--- src/rtl/operand_fetch_if.sv ---
// Upstream/downstream bundle for operand_fetch: decoded instruction in, resolved operand bundle out.
interface operand_fetch_if #(
    parameter int DATA_WIDTH = 32,
    parameter int CTRL_WIDTH = 16
);
    logic                  in_valid;
    logic                  in_ready;
    logic [4:0]            in_rs1_addr;
    logic [4:0]            in_rs2_addr;
    logic [4:0]            in_rd_addr;
    logic [DATA_WIDTH-1:0] in_imm;
    logic [CTRL_WIDTH-1:0] in_ctrl;

    logic                  out_valid;
    logic                  out_ready;
    logic [DATA_WIDTH-1:0] out_rs1_data;
    logic [DATA_WIDTH-1:0] out_rs2_data;
    logic [4:0]            out_rd_addr;
    logic [DATA_WIDTH-1:0] out_imm;
    logic [CTRL_WIDTH-1:0] out_ctrl;

    // Upstream decode + downstream execute side
    modport master (
        output in_valid, in_rs1_addr, in_rs2_addr, in_rd_addr, in_imm, in_ctrl, out_ready,
        input  in_ready, out_valid, out_rs1_data, out_rs2_data, out_rd_addr, out_imm, out_ctrl
    );

    // The operand fetch stage itself
    modport slave (
        input  in_valid, in_rs1_addr, in_rs2_addr, in_rd_addr, in_imm, in_ctrl, out_ready,
        output in_ready, out_valid, out_rs1_data, out_rs2_data, out_rd_addr, out_imm, out_ctrl
    );
endinterface

--- src/rtl/operand_fetch.sv ---
// One-entry operand fetch stage: drives register file reads, merges a same-cycle
// writeback bypass, forces x0 to zero and hands complete bundles to execute.
module operand_fetch #(
    parameter int DATA_WIDTH = 32,
    parameter int CTRL_WIDTH = 16
) (
    input  logic                  clk,
    input  logic                  rst_n,
    input  logic                  flush,
    operand_fetch_if.slave        bus,
    output logic [4:0]            rf_rs1_addr,
    output logic [4:0]            rf_rs2_addr,
    input  logic [DATA_WIDTH-1:0] rf_rs1_data,
    input  logic [DATA_WIDTH-1:0] rf_rs2_data,
    input  logic                  wb_en,
    input  logic [4:0]            wb_addr,
    input  logic [DATA_WIDTH-1:0] wb_data
);
    logic                  out_valid_reg;
    logic [4:0]            rd_reg;
    logic [DATA_WIDTH-1:0] imm_reg;
    logic [CTRL_WIDTH-1:0] ctrl_reg;
    logic                  in_ready;
    logic                  accept;

    logic [4:0]            in_rs_addr [2];
    logic [4:0]            rf_addr    [2];
    logic [DATA_WIDTH-1:0] rf_data    [2];
    logic [DATA_WIDTH-1:0] out_data   [2];

    assign in_ready = !out_valid_reg || bus.out_ready;
    assign accept   = bus.in_valid && in_ready && !flush;

    assign in_rs_addr[0] = bus.in_rs1_addr;
    assign in_rs_addr[1] = bus.in_rs2_addr;
    assign rf_data[0]    = rf_rs1_data;
    assign rf_data[1]    = rf_rs2_data;

    genvar gi;
    generate
        for (gi = 0; gi < 2; gi++) begin : g_port
            logic [4:0]            addr_reg;
            logic                  fwd_reg;
            logic [DATA_WIDTH-1:0] fwd_data_reg;

            // While stalled the held address is re-read every cycle, so committed writes show up on their own.
            assign rf_addr[gi] = accept ? in_rs_addr[gi] : addr_reg;

            always_ff @(posedge clk or negedge rst_n) begin
                if (!rst_n) begin
                    addr_reg     <= 5'd0;
                    fwd_reg      <= 1'b0;
                    fwd_data_reg <= '0;
                end else begin
                    if (accept) begin
                        addr_reg <= in_rs_addr[gi];
                    end
                    // The file returns the old value on a same-cycle write; capture the new one here.
                    fwd_reg      <= !flush && wb_en && (wb_addr == rf_addr[gi]) && (rf_addr[gi] != 5'd0);
                    fwd_data_reg <= wb_data;
                end
            end

            // x0 has no storage in the file, so its read data is never trusted.
            assign out_data[gi] = !out_valid_reg       ? '0 :
                                  (addr_reg == 5'd0)   ? '0 :
                                  fwd_reg              ? fwd_data_reg :
                                                         rf_data[gi];
        end
    endgenerate

    always_ff @(posedge clk or negedge rst_n) begin
        if (!rst_n) begin
            out_valid_reg <= 1'b0;
            rd_reg        <= 5'd0;
            imm_reg       <= '0;
            ctrl_reg      <= '0;
        end else begin
            if (flush) begin
                out_valid_reg <= 1'b0;
            end else if (accept) begin
                out_valid_reg <= 1'b1;
            end else if (bus.out_ready) begin
                out_valid_reg <= 1'b0;
            end
            if (accept) begin
                rd_reg   <= bus.in_rd_addr;
                imm_reg  <= bus.in_imm;
                ctrl_reg <= bus.in_ctrl;
            end
        end
    end

    assign rf_rs1_addr      = rf_addr[0];
    assign rf_rs2_addr      = rf_addr[1];
    assign bus.in_ready     = in_ready;
    assign bus.out_valid    = out_valid_reg;
    assign bus.out_rs1_data = out_data[0];
    assign bus.out_rs2_data = out_data[1];
    assign bus.out_rd_addr  = rd_reg;
    assign bus.out_imm      = imm_reg;
    assign bus.out_ctrl     = ctrl_reg;
endmodule

--- src/flat_wrapper.sv ---
// flat-port wrapper written by rule: the top's interface ports become plain ports
module operand_fetch_flat 
#(
    parameter int DATA_WIDTH = 32,
    parameter int CTRL_WIDTH = 16
)
  (clk, rst_n, flush, rf_rs1_addr, rf_rs2_addr, rf_rs1_data, rf_rs2_data, wb_en, wb_addr, wb_data, bus_in_valid, bus_in_rs1_addr, bus_in_rs2_addr, bus_in_rd_addr, bus_in_imm, bus_in_ctrl, bus_out_ready, bus_in_ready, bus_out_valid, bus_out_rs1_data, bus_out_rs2_data, bus_out_rd_addr, bus_out_imm, bus_out_ctrl);
  operand_fetch_if #(.DATA_WIDTH(DATA_WIDTH), .CTRL_WIDTH(CTRL_WIDTH)) bus_i ();
  input  logic clk;
  input  logic rst_n;
  input  logic flush;
  output logic [4:0] rf_rs1_addr;
  output logic [4:0] rf_rs2_addr;
  input  logic [DATA_WIDTH-1:0] rf_rs1_data;
  input  logic [DATA_WIDTH-1:0] rf_rs2_data;
  input  logic wb_en;
  input  logic [4:0] wb_addr;
  input  logic [DATA_WIDTH-1:0] wb_data;
  input wire logic [$bits(bus_i.in_valid)-1:0] bus_in_valid;
  input wire logic [$bits(bus_i.in_rs1_addr)-1:0] bus_in_rs1_addr;
  input wire logic [$bits(bus_i.in_rs2_addr)-1:0] bus_in_rs2_addr;
  input wire logic [$bits(bus_i.in_rd_addr)-1:0] bus_in_rd_addr;
  input wire logic [$bits(bus_i.in_imm)-1:0] bus_in_imm;
  input wire logic [$bits(bus_i.in_ctrl)-1:0] bus_in_ctrl;
  input wire logic [$bits(bus_i.out_ready)-1:0] bus_out_ready;
  output wire logic [$bits(bus_i.in_ready)-1:0] bus_in_ready;
  output wire logic [$bits(bus_i.out_valid)-1:0] bus_out_valid;
  output wire logic [$bits(bus_i.out_rs1_data)-1:0] bus_out_rs1_data;
  output wire logic [$bits(bus_i.out_rs2_data)-1:0] bus_out_rs2_data;
  output wire logic [$bits(bus_i.out_rd_addr)-1:0] bus_out_rd_addr;
  output wire logic [$bits(bus_i.out_imm)-1:0] bus_out_imm;
  output wire logic [$bits(bus_i.out_ctrl)-1:0] bus_out_ctrl;
  assign bus_i.in_valid = bus_in_valid;
  assign bus_i.in_rs1_addr = bus_in_rs1_addr;
  assign bus_i.in_rs2_addr = bus_in_rs2_addr;
  assign bus_i.in_rd_addr = bus_in_rd_addr;
  assign bus_i.in_imm = bus_in_imm;
  assign bus_i.in_ctrl = bus_in_ctrl;
  assign bus_i.out_ready = bus_out_ready;
  assign bus_in_ready = bus_i.in_ready;
  assign bus_out_valid = bus_i.out_valid;
  assign bus_out_rs1_data = bus_i.out_rs1_data;
  assign bus_out_rs2_data = bus_i.out_rs2_data;
  assign bus_out_rd_addr = bus_i.out_rd_addr;
  assign bus_out_imm = bus_i.out_imm;
  assign bus_out_ctrl = bus_i.out_ctrl;
  operand_fetch #(.DATA_WIDTH(DATA_WIDTH), .CTRL_WIDTH(CTRL_WIDTH)) u_core (.clk(clk), .rst_n(rst_n), .flush(flush), .bus(bus_i), .rf_rs1_addr(rf_rs1_addr), .rf_rs2_addr(rf_rs2_addr), .rf_rs1_data(rf_rs1_data), .rf_rs2_data(rf_rs2_data), .wb_en(wb_en), .wb_addr(wb_addr), .wb_data(wb_data));
endmodule
--- config.mk ---
export PLATFORM = sky130hd
export DESIGN_NAME = operand_fetch_flat
export DESIGN_NICKNAME = d
export VERILOG_FILES = /design/src/rtl/operand_fetch_if.sv /design/src/rtl/operand_fetch.sv /design/src/flat_wrapper.sv
export SDC_FILE = /design/constraint.sdc
export NUM_CORES = 1
export LEC_CHECK = 0
export ABC_AREA = 1
export CORE_ASPECT_RATIO = 2
export CORE_MARGIN = 2
export CORE_UTILIZATION = 33
export CTS_CLUSTER_SIZE = 25
export DETAILED_ROUTE_END_ITERATION = 8
export PLACE_DENSITY = 0.83
export SLEW_MARGIN = 30
export SYNTH_ARGS = -nofsm -noshare
export SYNTH_HDL_FRONTEND = slang
export SYNTH_SLANG_ARGS = --single-unit
export TNS_END_PERCENT = 30
--- constraint.sdc ---
create_clock -name clk -period 1.5 [get_ports clk]
set_clock_uncertainty 0.1 [all_clocks]
set_input_delay 0.225 -clock clk [delete_from_list [all_inputs] [get_ports clk]]
set_output_delay 0.225 -clock clk [all_outputs]
set_load 0.02 [all_outputs]
== Word level (Yosys, flattened, before mapping) ==
Cells that the tools add are included.
Word-level totals
  word-level logic and storage cells: 37
  input port bits: 170
  flip-flop bits (word level): 98
Cells by class
  muxes and demuxes: 11
  reductions and logical operators: 15
  equal/unequal tests: 2
Operator list (number)
  $mux W32: 6
  $eq A5 B5 Y1: 2
  $logic_not A5 Y1: 2
  $mux W5: 2
  $reduce_bool A5 Y1: 2
  $logic_and A1 B1 Y1: 7
  $mux W1: 3
  $reduce_bool A3 Y1: 1
  $logic_not A1 Y1: 2
  $logic_or A1 B1 Y1: 1

== Logic depth before layout (Yosys ltp) ==
  word-level depth: 8
  mapped depth: 10
  depth with buffers taken out: 9

== Worst setup path before layout ==
No wires, ideal clock.
  kind: reg-to-reg
  start: register u_core.out_valid_reg, in the netlist u_core.bus.out_valid
  end: register u_core.g_port[0].fwd_reg
  data required time: 1285 ps
  path buffers: 1
  slack: -144 ps
  data arrival time: 1429 ps
  cell stages (with the launch flop): 8
  period minus slack after synthesis: 1644 ps
  cell sequence: dfrtp_1 nand2_4 buf_2 nand3_1 nand2_1 nand2_1 nand3_1 nor2_1
Between the ends
  longest elaborated chain between the ends: 8
Ends and longest elaborated chain
  from (decl): RTL line operand_fetch.sv:19  | logic out_valid_reg;
  from (signal assigned): RTL line operand_fetch.sv:74  | out_valid_reg <= 1'b0;
  from (signal assigned): RTL line operand_fetch.sv:80  | out_valid_reg <= 1'b0;
  from (signal assigned): RTL line operand_fetch.sv:82  | out_valid_reg <= 1'b1;
  $logic_not A1 Y1 *
  $logic_or A1 B1 Y1 *: RTL line operand_fetch.sv:31  | assign in_ready = !out_valid_reg || bus.out_ready;
  named net bus_in_ready: RTL line flat_wrapper.sv:26  | output wire logic [$bits(bus_i.in_ready)-1:0] bus_in_ready;
  $logic_and A1 B1 Y1 * (2 in series): RTL line operand_fetch.sv:32  | assign accept = bus.in_valid && in_ready && !flush;
  $mux W5 *
  named net rf_rs1_addr[1]: RTL line flat_wrapper.sv:12  | output logic [4:0] rf_rs1_addr;
  $eq A5 B5 Y1: RTL line operand_fetch.sv:59  | fwd_reg <= !flush && wb_en && (wb_addr == rf_addr[gi]) && (rf_addr[gi] != 5'd0);
  $logic_and A1 B1 Y1: RTL line operand_fetch.sv:59
  $logic_and A1 B1 Y1 *: RTL line operand_fetch.sv:59
  to (signal assigned): RTL line operand_fetch.sv:59
  to (decl): RTL line operand_fetch.sv:43  | logic fwd_reg;
The timed path passes the listed nets; every way through them passes the cells marked *.
A chain may end at the register's enable or synchronous reset.

== Worst setup path after layout ==
  start: register u_core.g_port[0].addr_reg[3]
  end: output port bus_out_rs1_data[11]
Between the ends
  longest elaborated chain between the ends: 3
Ends and longest elaborated chain
  from (decl): RTL line operand_fetch.sv:42  | logic [4:0] addr_reg;
  from (signal assigned): RTL line operand_fetch.sv:56  | addr_reg <= in_rs_addr[gi];
  $logic_not A5 Y1: RTL line operand_fetch.sv:66  | (addr_reg == 5'd0) ? '0 :
  $mux W32: RTL line operand_fetch.sv:66
  $mux W32: RTL line operand_fetch.sv:65  | assign out_data[gi] = !out_valid_reg ? '0 :
  to (decl): RTL line flat_wrapper.sv:28  | output wire logic [$bits(bus_i.out_rs1_data)-1:0] bus_out_rs1_data;
Every way passes these cells.

==> summary.md <==
| Metric | Value |
|---|---|
| Result of the run | `finished, violations left` |
| Failing checks | `setup timing` |
| Router iterations before antenna repair | `4` |
| Upper clock frequency limit | `just under 0.5 GHz` |
| Yosys reg bits | `slightly below 100` |
| H-tree levels | `3` |
| CP max FO | `8` |
| Count of synthesis-stage warnings from yosys | `0` |
| HPWL Detailed | `around 12000 µm` |
| Leakage | `around 4 nW` |
| Number of instances in the synthesized netlist | `roughly 520` |
| Worst-case headroom to the max-slew limit | `roughly 73%` |
| Xor/xnor share of the synthesized area | `0%` |
| Slowest Stage Delay on Critical Path | `about 0.41 ns` |
| Final Worst Setup Slack | `-0.551 ns` |
| Placement-stage cell area | `0.00821 mm²` |
| Clk buf depth | `2` |
| Setup violation total in the final timing report | `130` |
| Mean instance size in the synthesized netlist | `about 9 µm²` |
| Async set or reset register ratio after synthesis | `100%` |
| Top cell type by total area after synthesis | `dfrtp_1` |
| Fraction of power spent switching nets | `about a third` |
| Dominant delay contributor by cell family on the critical path | `buffers and inverters` |
| Total GRT Usage | `between 20% and 30%` |
| Initial antenna violation count | `1` |
| Via count of the first global-routing pass | `between 5000 and 6000` |
| CTS tree | `built` |
| Finished Layout Cells | `around 1100` |
| Post-synthesis compound-gate area fraction | `7.60%` |
| Number of buffers created by CTS | `9` |
| Number of sinks on the clock net | `between 90 and 100` |
| First-pass GRT wire length | `26500 µm` |
| Most used standard cell by instance count after synthesis | `nand2_1` |
| Slew Viols, Final | `0` |
| Final min period | `roughly 2.1 ns` |
| Clock transition at the registers of the reported paths | `about 0.070 ns` |
| Period Utilization, post-route | `137%` |
| Routed wire length | `~18000 µm` |
| Most repeated library cell on the critical path | `buf_6` |
| Area of the mapped netlist | `around 0.0047 mm²` |
| Multiplexer area fraction after synthesis | `a little over an eighth` |
| Total I/O pin count | `approximately 300` |
| Main synth FF type | `dfrtp_1` |
| Final Hold Vio Count | `0` |
| Initial core utilization | `33.6%` |
| Clk network pwr share | `a little over a quarter` |
| Drt initial violations | `190` |
| Number of max-cap violations | `0` |
| Unrepaired setup endpoints after global routing | `yes` |
| Via density per instance | `approximately 4.7` |
| Sequential share of the synthesized area | `~53%` |
| Crit Path Class | `register to output port` |
| Number of nets in the final layout | `between 1000 and 1500` |
| Area share of and/or/nand/nor cells after synthesis | `19.0%` |
| Ratio of cells with drive above 1 in the final layout | `33.3%` |
| Final GP Congestion | `a little over 0.9` |
| ANT nets after route | `0` |
| Maximum VDD drop | `roughly 0.74 mV` |
| Area share of the leading cell type in the synthesized netlist | `52.6%` |
| Pin slew with the least headroom to its limit | `between 0.4 and 0.5 ns` |
| Antenna fix cells | `0` |
| Area Overhead vs Synth | `92.0%` |
| Distinct cell type count after synthesis | `19` |
| Routed vias | `about 5000` |
| Cell area power density | `917 mW/mm²` |
| Cell row count | `61` |
| Cell-internal power | `approximately 5.6 mW` |
| Slowest cell on the critical path | `dfrtp_1` |
| Fill cells | `1115` |
| Die height | `172 µm` |
| X dimension of the die | `slightly below 90 µm` |
| Main combinational cell family by area after synthesis | `simple AND/OR/NAND/NOR gates` |
| Wire per inst | `~17 µm` |
| Data required, critical path | `approximately 1.2 ns` |
| Design area | `0.00895 mm²` |
| Post-synth EDFFs | `0` |
| Class of the worst hold path | `primary input to register` |
| Part of the power in registers | `about two fifths` |
| Total overflow reported by the global router | `0` |
| Worst path buffer plus inverter count | `5` |
| Pin count of the biggest net entering global routing | `49` |
| Top cells by area in the synthesized netlist | `dfrtp_1, mux2_2, nand2_1` |
| Post-synthesis net count | `about 690` |
| Clk_lat worst skew | `~0.34 ns` |
| Post-synthesis adder-cell area fraction | `0%` |
| Nature of the critical path endpoint | `output port` |
| Portion of total power attributed to combinational logic | `between 30% and 40%` |
| Cell Chain, Critical Path | `inv_2 -> nand2_2 -> o41ai_4 -> buf_6 -> buf_8 -> buf_12 -> nor2_4 -> buf_6` |
| Type of origin of the critical path | `register` |
| Clock root cell | `clkbuf_16` |
| IO Port Bufs | `298` |
| Drc violations | `0` |
| Area of the core | `between 0.01 and 0.015 mm²` |
| Switching pwr | `roughly 2.6 mW` |
| Die outline area | `around 0.015 mm²` |
| Cell total after placement | `1016` |
| Leading post-synthesis cells by instance count | `nand2_1, dfrtp_1, nor2_1, o21ai_0, inv_1` |
| Data arrival, critical path | `~1.7 ns` |
| Setup tns final | `-44.38 ns` |
## worst paths after layout
path	slack, ns	end	from	depth (start not counted)
setup / recovery	-0.55	bus_out_rs1_data[11]	u_core.g_port[0].addr_reg[3]	8
hold / removal	0.19	u_core.bus.out_valid	bus_in_valid	3
setup reg to reg	-0.24	u_core.bus.out_imm[28]	u_core.bus.out_valid	7
hold reg to reg	0.40	u_core.bus.out_imm[22]	u_core.bus.out_imm[22]	1
max in group asynchronous	0.55	u_core.g_port[0].fwd_data_reg[16]	rst_n	3
min in group asynchronous	0.20	u_core.bus.out_imm[17]	rst_n	2
## cell type report
class                      instances  area (µm²)  share of cell area (%)
timing repair buffer             362        3580                    40.0
clock buffer                      10         229                    2.56
tap                              189         236                    2.64
inverter                          52         195                    2.18
clock inverter                     6        48.8                   0.545
sequential                        98        2460                    27.4
multi-input combinational        339        2210                    24.7
## cells by family (layout without fill, tap and decap cells)
family	Yosys count	in the layout
simple gates	217	219
flops	98	98
buf+inv	81	430
compound gates	67	67
mux	53	53
## metrics by stage
stage / util [%] / power (mW) / hold WS (ns) / setup slack, ns
after global routing: 64.4 / 8.61 / 0.201 / -0.633
after CTS: 63.0 / 8.21 / 0.180 / -0.631
after detailed placement: 59.1 / 5.94 / 0.0212 / -0.743
final: 64.4 / 8.21 / 0.194 / -0.551
after global placement: 59.1 / 5.89 / 0.0198 / -0.732
after floorplan: - / 4.35 / -0.171 / -0.0364
## power by group through the flow
stage / Sequential (mW) / Combinational (mW) / Clock (mW)
2_1_floorplan: 3.49 / 0.867 / 0
3_3_place_gp: 3.18 / 2.71 / 0
3_5_place_dp: 3.20 / 2.74 / 0
4_1_cts: 3.14 / 2.78 / 2.28
5_1_grt: 3.19 / 3.05 / 2.38
6_report: 3.15 / 2.87 / 2.20
## worst reg2reg max path, stage by stage (launching register included)
cell     delay (ns)
dfrtp_2        0.39
buf_6          0.12
nand2_8        0.07
nand2_8        0.08
buf_6          0.11
buf_4          0.13
buf_12         0.22
mux2_2         0.39
## what timing repair did
| action | in CTS | in global routing |
|---|---|---|
| pin swaps | 10 | 7 |
| endpoints found under the hold margin | 98 | 0 |
| gates resized for setup | 491 | 72 |
| setup buffers | 17 | 2 |
| gates cloned | 7 | 0 |
| endpoints found under the setup margin | 184 | 130 |
| hold buffers | 1 | 0 |
## layout by cell type, fill, tap and decap left out, types with 3 or more instances in the layout
| cell type | netlist | layout |
|---|---|---|
| buf_16 | 0 | 3 |
| buf_12 | 0 | 9 |
| nand2_2 | 0 | 9 |
| nor2_2 | 0 | 37 |
| inv_1 | 52 | 45 |
| buf_4 | 1 | 52 |
| nand2_1 | 105 | 94 |
| nand3_1 | 37 | 33 |
| nor2_4 | 1 | 13 |
| nand2_8 | 0 | 4 |
| inv_2 | 0 | 7 |
| clkdlybuf4s50_1 | 0 | 166 |
| mux2_4 | 10 | 10 |
| dfrtp_2 | 0 | 3 |
| buf_2 | 9 | 15 |
| dlygate4sd2_1 | 0 | 55 |
| nor2_1 | 71 | 22 |
| clkbuf_16 | 0 | 9 |
| o21ai_0 | 64 | 64 |
| mux2_2 | 43 | 43 |
| buf_6 | 2 | 59 |
| dfrtp_1 | 98 | 95 |
## routing by layer
| layer | track usage [%] | vias to the layer above | share of wire (%) |
|---|---|---|---|
| li1 | - | 2345 | - |
| met1 | 21.8 | 2359 | 32 |
| met2 | 44.1 | 251 | 56 |
| met3 | 6.73 | 53 | 7.2 |
| met4 | 10.3 | 0 | 4.1 |
| met5 | 0 | - | 0 |
Power figures use the tool's default switching activity.
